$ cat src/rtl/tract_m.sv
// ============================================================================
//  Module   : tract_m
//  Purpose  : M-stage data-memory access unit with req/rdy handshake, store
//             lane placement, load extraction and the M->W pipeline register.
//  Revision : 1.0  initial release
// ============================================================================
`default_nettype none

module tract_m (
  input  logic        clk,
  input  logic        reset_n,
  input  logic        ValidM,
  input  logic        RegWriteM,
  input  logic [4:0]  RdM,
  input  logic [1:0]  ResultSrcM,
  input  logic        MemWriteM,
  input  logic [2:0]  Funct3M,
  input  logic [31:0] ALUResultM,
  input  logic [31:0] WriteDataM,
  input  logic [31:0] PCPlus4M,
  output logic        DMemReq,
  output logic        DMemWe,
  output logic [31:0] DMemAddr,
  output logic [3:0]  DMemBe,
  output logic [31:0] DMemWData,
  input  logic        DMemRdy,
  input  logic [31:0] DMemRData,
  output logic        StallM,
  output logic        MisalignM,
  output logic        RegWriteW1,
  output logic [4:0]  RdW1,
  output logic [1:0]  ResultSrcW,
  output logic [31:0] ALUResultW,
  output logic [31:0] ReadPartDataW,
  output logic [31:0] PCPlus4W
);

  typedef enum logic [0:0] {
    S_IDLE = 1'b0,
    S_WAIT = 1'b1
  } state_t;

  state_t      r_state;

  // Request-side copies held for the whole handshake
  logic        r_we;
  logic [31:0] r_addr;
  logic [3:0]  r_be;
  logic [31:0] r_wdata;
  logic [2:0]  r_f3;
  logic [1:0]  r_off;
  logic        r_regwrite;
  logic [4:0]  r_rd;
  logic [1:0]  r_rsrc;
  logic [31:0] r_alu;
  logic [31:0] r_pc;

  logic        w_idle;
  logic        w_access;
  logic        w_misalign;
  logic        w_go;
  logic [1:0]  w_off;
  logic [1:0]  w_size;
  logic [3:0]  w_be;
  logic [31:0] w_wdata;
  logic [31:0] w_shifted;
  logic [31:0] w_load;

  assign w_idle   = (r_state == S_IDLE);
  assign w_off    = ALUResultM[1:0];
  assign w_size   = Funct3M[1:0];
  assign w_access = ValidM & (MemWriteM | (ResultSrcM == 2'b01));

  // Size code 11 and the unsigned-word code 110 have no legal access form
  assign w_misalign = w_access & ((w_size == 2'b11) | (Funct3M == 3'b110) |
                                  ((w_size == 2'b01) & w_off[0]) |
                                  ((w_size == 2'b10) & (w_off != 2'b00)));
  assign w_go = w_access & ~w_misalign;

  always_comb begin
    w_be    = 4'b1111;
    w_wdata = WriteDataM;
    if (MemWriteM) begin
      case (w_size)
        2'b00: begin
          w_be    = 4'b0001 << w_off;
          w_wdata = {4{WriteDataM[7:0]}};
        end
        2'b01: begin
          w_be    = 4'b0011 << w_off;
          w_wdata = {2{WriteDataM[15:0]}};
        end
        default: begin
          w_be    = 4'b1111;
          w_wdata = WriteDataM;
        end
      endcase
    end
  end

  assign w_shifted = DMemRData >> {r_off, 3'b000};

  always_comb begin
    case (r_f3)
      3'b000:  w_load = {{24{w_shifted[7]}}, w_shifted[7:0]};
      3'b001:  w_load = {{16{w_shifted[15]}}, w_shifted[15:0]};
      3'b100:  w_load = {24'd0, w_shifted[7:0]};
      3'b101:  w_load = {16'd0, w_shifted[15:0]};
      default: w_load = DMemRData;
    endcase
  end

  assign DMemReq   = reset_n & w_idle & w_go;
  assign StallM    = reset_n & (w_idle ? w_go : ~DMemRdy);
  assign MisalignM = reset_n & w_idle & w_misalign;
  assign DMemWe    = w_idle ? MemWriteM : r_we;
  assign DMemAddr  = w_idle ? {ALUResultM[31:2], 2'b00} : r_addr;
  assign DMemBe    = w_idle ? w_be : r_be;
  assign DMemWData = w_idle ? w_wdata : r_wdata;

  always_ff @(posedge clk) begin
    if (!reset_n) begin
      r_state       <= S_IDLE;
      r_we          <= 1'b0;
      r_addr        <= 32'd0;
      r_be          <= 4'd0;
      r_wdata       <= 32'd0;
      r_f3          <= 3'd0;
      r_off         <= 2'd0;
      r_regwrite    <= 1'b0;
      r_rd          <= 5'd0;
      r_rsrc        <= 2'd0;
      r_alu         <= 32'd0;
      r_pc          <= 32'd0;
      RegWriteW1    <= 1'b0;
      RdW1          <= 5'd0;
      ResultSrcW    <= 2'd0;
      ALUResultW    <= 32'd0;
      ReadPartDataW <= 32'd0;
      PCPlus4W      <= 32'd0;
    end else begin
      case (r_state)
        S_IDLE: begin
          // Only a valid non-memory instruction advances; everything else bubbles
          if (ValidM & ~w_access) begin
            RegWriteW1 <= RegWriteM;
            RdW1       <= RdM;
            ResultSrcW <= ResultSrcM;
            ALUResultW <= ALUResultM;
            PCPlus4W   <= PCPlus4M;
          end else begin
            RegWriteW1 <= 1'b0;
            RdW1       <= 5'd0;
            ResultSrcW <= 2'd0;
          end
          if (w_go) begin
            r_state    <= S_WAIT;
            r_we       <= MemWriteM;
            r_addr     <= {ALUResultM[31:2], 2'b00};
            r_be       <= w_be;
            r_wdata    <= w_wdata;
            r_f3       <= Funct3M;
            r_off      <= w_off;
            r_regwrite <= RegWriteM;
            r_rd       <= RdM;
            r_rsrc     <= ResultSrcM;
            r_alu      <= ALUResultM;
            r_pc       <= PCPlus4M;
          end
        end
        S_WAIT: begin
          if (DMemRdy) begin
            r_state       <= S_IDLE;
            RegWriteW1    <= r_regwrite & ~r_we;
            RdW1          <= r_rd;
            ResultSrcW    <= r_rsrc;
            ALUResultW    <= r_alu;
            PCPlus4W      <= r_pc;
            ReadPartDataW <= w_load;
          end else begin
            RegWriteW1 <= 1'b0;
            RdW1       <= 5'd0;
            ResultSrcW <= 2'd0;
          end
        end
        default: r_state <= S_IDLE;
      endcase
    end
  end

endmodule

`default_nettype wire

$ cat config.mk
export PLATFORM = sky130hd
export DESIGN_NAME = tract_m
export DESIGN_NICKNAME = d
export VERILOG_FILES = /design/src/rtl/tract_m.sv
export SDC_FILE = /design/constraint.sdc
export NUM_CORES = 1
export LEC_CHECK = 0
export BUFFER_PORTS_ARGS = -buffer_cell sky130_fd_sc_hd__buf_2
export CAP_MARGIN = 20
export CORE_ASPECT_RATIO = 1.1
export CORE_MARGIN = 1
export CORE_UTILIZATION = 35
export DETAILED_ROUTE_END_ITERATION = 7
export GPL_TIMING_DRIVEN = 0
export PLACE_DENSITY_LB_ADDON = 0.08
export SYNTH_ARGS = -nofsm -noshare
export SYNTH_HDL_FRONTEND = slang
export SYNTH_SLANG_ARGS = --single-unit
$ cat constraint.sdc
create_clock -name clk -period 3.2 [get_ports clk]
set_input_delay 0.64 -clock clk [delete_from_list [all_inputs] [get_ports clk]]
set_output_delay 0.64 -clock clk [all_outputs]
set_load 0.05 [all_outputs]
==> results.sh <==
export IMPL_grt_use_total=0.222
export IMPL_rrSetupSlack_ps=1150
export IMPL_timing_rr_end="ReadPartDataW[0]"
export IMPL_grt_pass1_vias=8686
export IMPL_synthFlopType="dfxtp_1"
export IMPL_fp_dieW_um=162
export IMPL_yosysTopAreaCellShare=0.439
export IMPL_p_leak_nw=5.31
export IMPL_min_path_cells=3
export IMPL_rsz0062_at_grt="no"
export IMPL_rows=64
export IMPL_hp_class="input pin to flop"
export IMPL_seq_area_frac_synth=0.439
export IMPL_final_cell_mix="buf_2, nand2_1, dfxtp_1, a21oi_1, nor2_1"
export IMPL_hold_buffers=0
export IMPL_cts_buffer_depth=3
export IMPL_io_pins=320
export IMPL_grt_overflow_total=0
export IMPL_finalWeightedCongestion=0.820
export IMPL_maxCapViolations=0
export IMPL_finalCriticalPeriod_ps=3000
export IMPL_antenna_left=0
export IMPL_area_growth_pct=28.0
export IMPL_drc=0
export IMPL_coreArea_um2=27800
export IMPL_routedWlPerCell_um=17.7
export IMPL_wirelength_mm=33.2
export IMPL_post_cts_buffers=0
export IMPL_synth_area_um2=9900
export IMPL_hpwl_mm=24.7
export IMPL_max_slew_margin=0.341
export IMPL_die_area_um2=29000
export IMPL_drtIter0Drc=526
export IMPL_finalHoldViolations=0
export IMPL_drive_gt1_frac=0.321
export IMPL_critPathKind="flop to output pin"
export IMPL_setup_slack_ps=199
export IMPL_grt_start_max_net_pins=20
export IMPL_netlist_top_cells_area="dfxtp_1, nand2_1, mux2i_1"
export IMPL_clk_pin_slew_ps=60
export IMPL_pre_cts_slack_ps=-114
export IMPL_clock_skew_ps=6.35
export IMPL_crit_required_ps=2560
export IMPL_clk_latency_ps=520
export IMPL_layout_nets=1644
export IMPL_status="complete, no violations"
export IMPL_drt_pass1_iter_count=5
export IMPL_synthArstFlopShare=0
export IMPL_crit_path_end_kind="output pin"
export IMPL_synth_avg_cell_area_um2=8.54
export IMPL_synth_edf_count=0
export IMPL_yosysTopAreaCell="dfxtp_1"
export IMPL_reg2reg_from="r_state"
export IMPL_crit_path_start_kind="flop"
export IMPL_clockRootBuffer="clkbuf_16"
export IMPL_cts_buffers=25
export IMPL_io_buffer_count=313
export IMPL_crit_path_end="DMemWData[30]"
export IMPL_worst_pin_slew_ps=981
export IMPL_grt_pass1_wl_mm=49.9
export IMPL_final_period_utilization=0.938
export IMPL_syn_instance_count=1160
export IMPL_drv_slew=0
export IMPL_ys_warn_count=0
export IMPL_layout_commonest_cell="buf_2"
export IMPL_worstPathMaxFanout=19
export IMPL_antenna_found_initial=4
export IMPL_final_core_util=0.456
export IMPL_totalNegativeSetupSlack_ps=0
export IMPL_die_h_um=178
export IMPL_cp_data_arrival_time_ps=2360
export IMPL_cp_startpoint="r_state"
export IMPL_cts_tree="done"
export IMPL_vdd_drop_max_mv=0.323
export IMPL_h_tree_depth=1
export IMPL_num_vias=9343
export IMPL_final_setup_viol_count=0
export IMPL_power_density_nw_per_um2=558
export IMPL_via_per_inst=4.98
export IMPL_clock_sinks=217
export IMPL_synth_seq_cells=217
export IMPL_fmax_ghz=0.333
export IMPL_reg2reg_depth=5
export IMPL_initial_core_util=0.356
export IMPL_yosysUniqueCellTypes=39
==> Yosys cell counts (6+ instances only) <==
master / count
nand2_1: 258
dfxtp_1: 217
a21oi_1: 130
nor2_1: 119
mux2i_1: 88
mux2_2: 77
clkbuf_1: 42
buf_2: 41
a211oi_1: 34
o211ai_1: 23
o21ai_0: 20
nand3b_1: 15
nand2b_1: 13
nor3_1: 12
buf_4: 9
o211a_1: 8
o221ai_1: 8
a2bb2oi_1: 7
a22oi_1: 6
buf_1: 6
==> worst max-delay path: stages, from the launching register on <==
cell and delay, ps:
dfxtp_1 440, buf_4 350, buf_4 290, buf_2 280
nand2_1 80, o21ai_0 90, buf_2 300
==> through the flow <==
step | instances | cell area [um^2] | hold WS, ps | power [mW]
2_1_floorplan | 1161 | 9900 | 432 | 4.03
3_3_place_gp | 1837 | 11900 | 438 | 4.48
3_5_place_dp | 1837 | 11900 | 446 | 4.48
4_1_cts | 1875 | 12700 | 334 | 7.17
5_1_grt | 1875 | 12700 | 356 | 7.37
6_report | 1876 | 12700 | 360 | 7.08
==> where the power goes <==
part	internal [mW]	switching, mW	total (mW)
logic	0.442	1.07	1.51
clock network	1.57	1.10	2.66
registers	2.84	0.0671	2.91
total	4.85	2.23	7.08
==> per-layer routing <==
metal / up-vias / part of all wire / track usage
met2: 289 / 0.47 / 0.376
met3: 37 / 0.065 / 0.0430
met5: - / 0.0012 / 0
met4: 6 / 0.016 / 0.0483
met1: 4335 / 0.45 / 0.291
li1: 4676 / - / -
==> flip-flops by register name, indices dropped and copies added, names as in the netlist <==
register	flops
r_off	1
r_state	1
r_rd	5
ResultSrcW	2
r_regwrite	1
r_alu	31
PCPlus4W	32
RdW1	5
r_pc	32
r_rsrc	2
RegWriteW1	1
r_we	1
r_be	4
ALUResultW	32
r_f3	3
ReadPartDataW	32
r_wdata	32
==> cell families (layout without fill, tap and decap cells) <==
family          Yosys count  in the layout  share of synthesized area
simple gates            428            428                      0.178
compound gates          244            244                      0.152
flops                   217            217                      0.439
mux                     166            166                      0.179
buf+inv                 104            455                     0.0518
other cells               1              3                   0.000379
==> how the worst min path moves through the flow <==
stage,startpoint,end
after floorplan,r_regwrite,r_regwrite
after global placement,r_alu[6],r_alu[6]
after detailed placement,ReadPartDataW[1],ReadPartDataW[1]
after CTS,ALUResultM[22],r_alu[22]
after global routing,ALUResultM[30],r_alu[30]
final,ALUResultM[11],r_alu[11]
==> repair_timing <==
action                                  CTS  global route
gates resized for setup                   3             3
endpoints found under the hold margin     0             0
endpoints found under the setup margin   22             4
==> cell type report <==
class	instances	area, um^2
Fill cell	2893	15100
Multi-Input combinational cell	840	5050
Sequential cell	217	4340
Timing Repair Buffer	313	1570
Clock buffer	34	689
Buffer	102	510
Tap cell	363	454
Clock inverter	5	53.8
Inverter	1	3.75
Antenna cell	1	2.50
(Power assumes the default switching activity.)
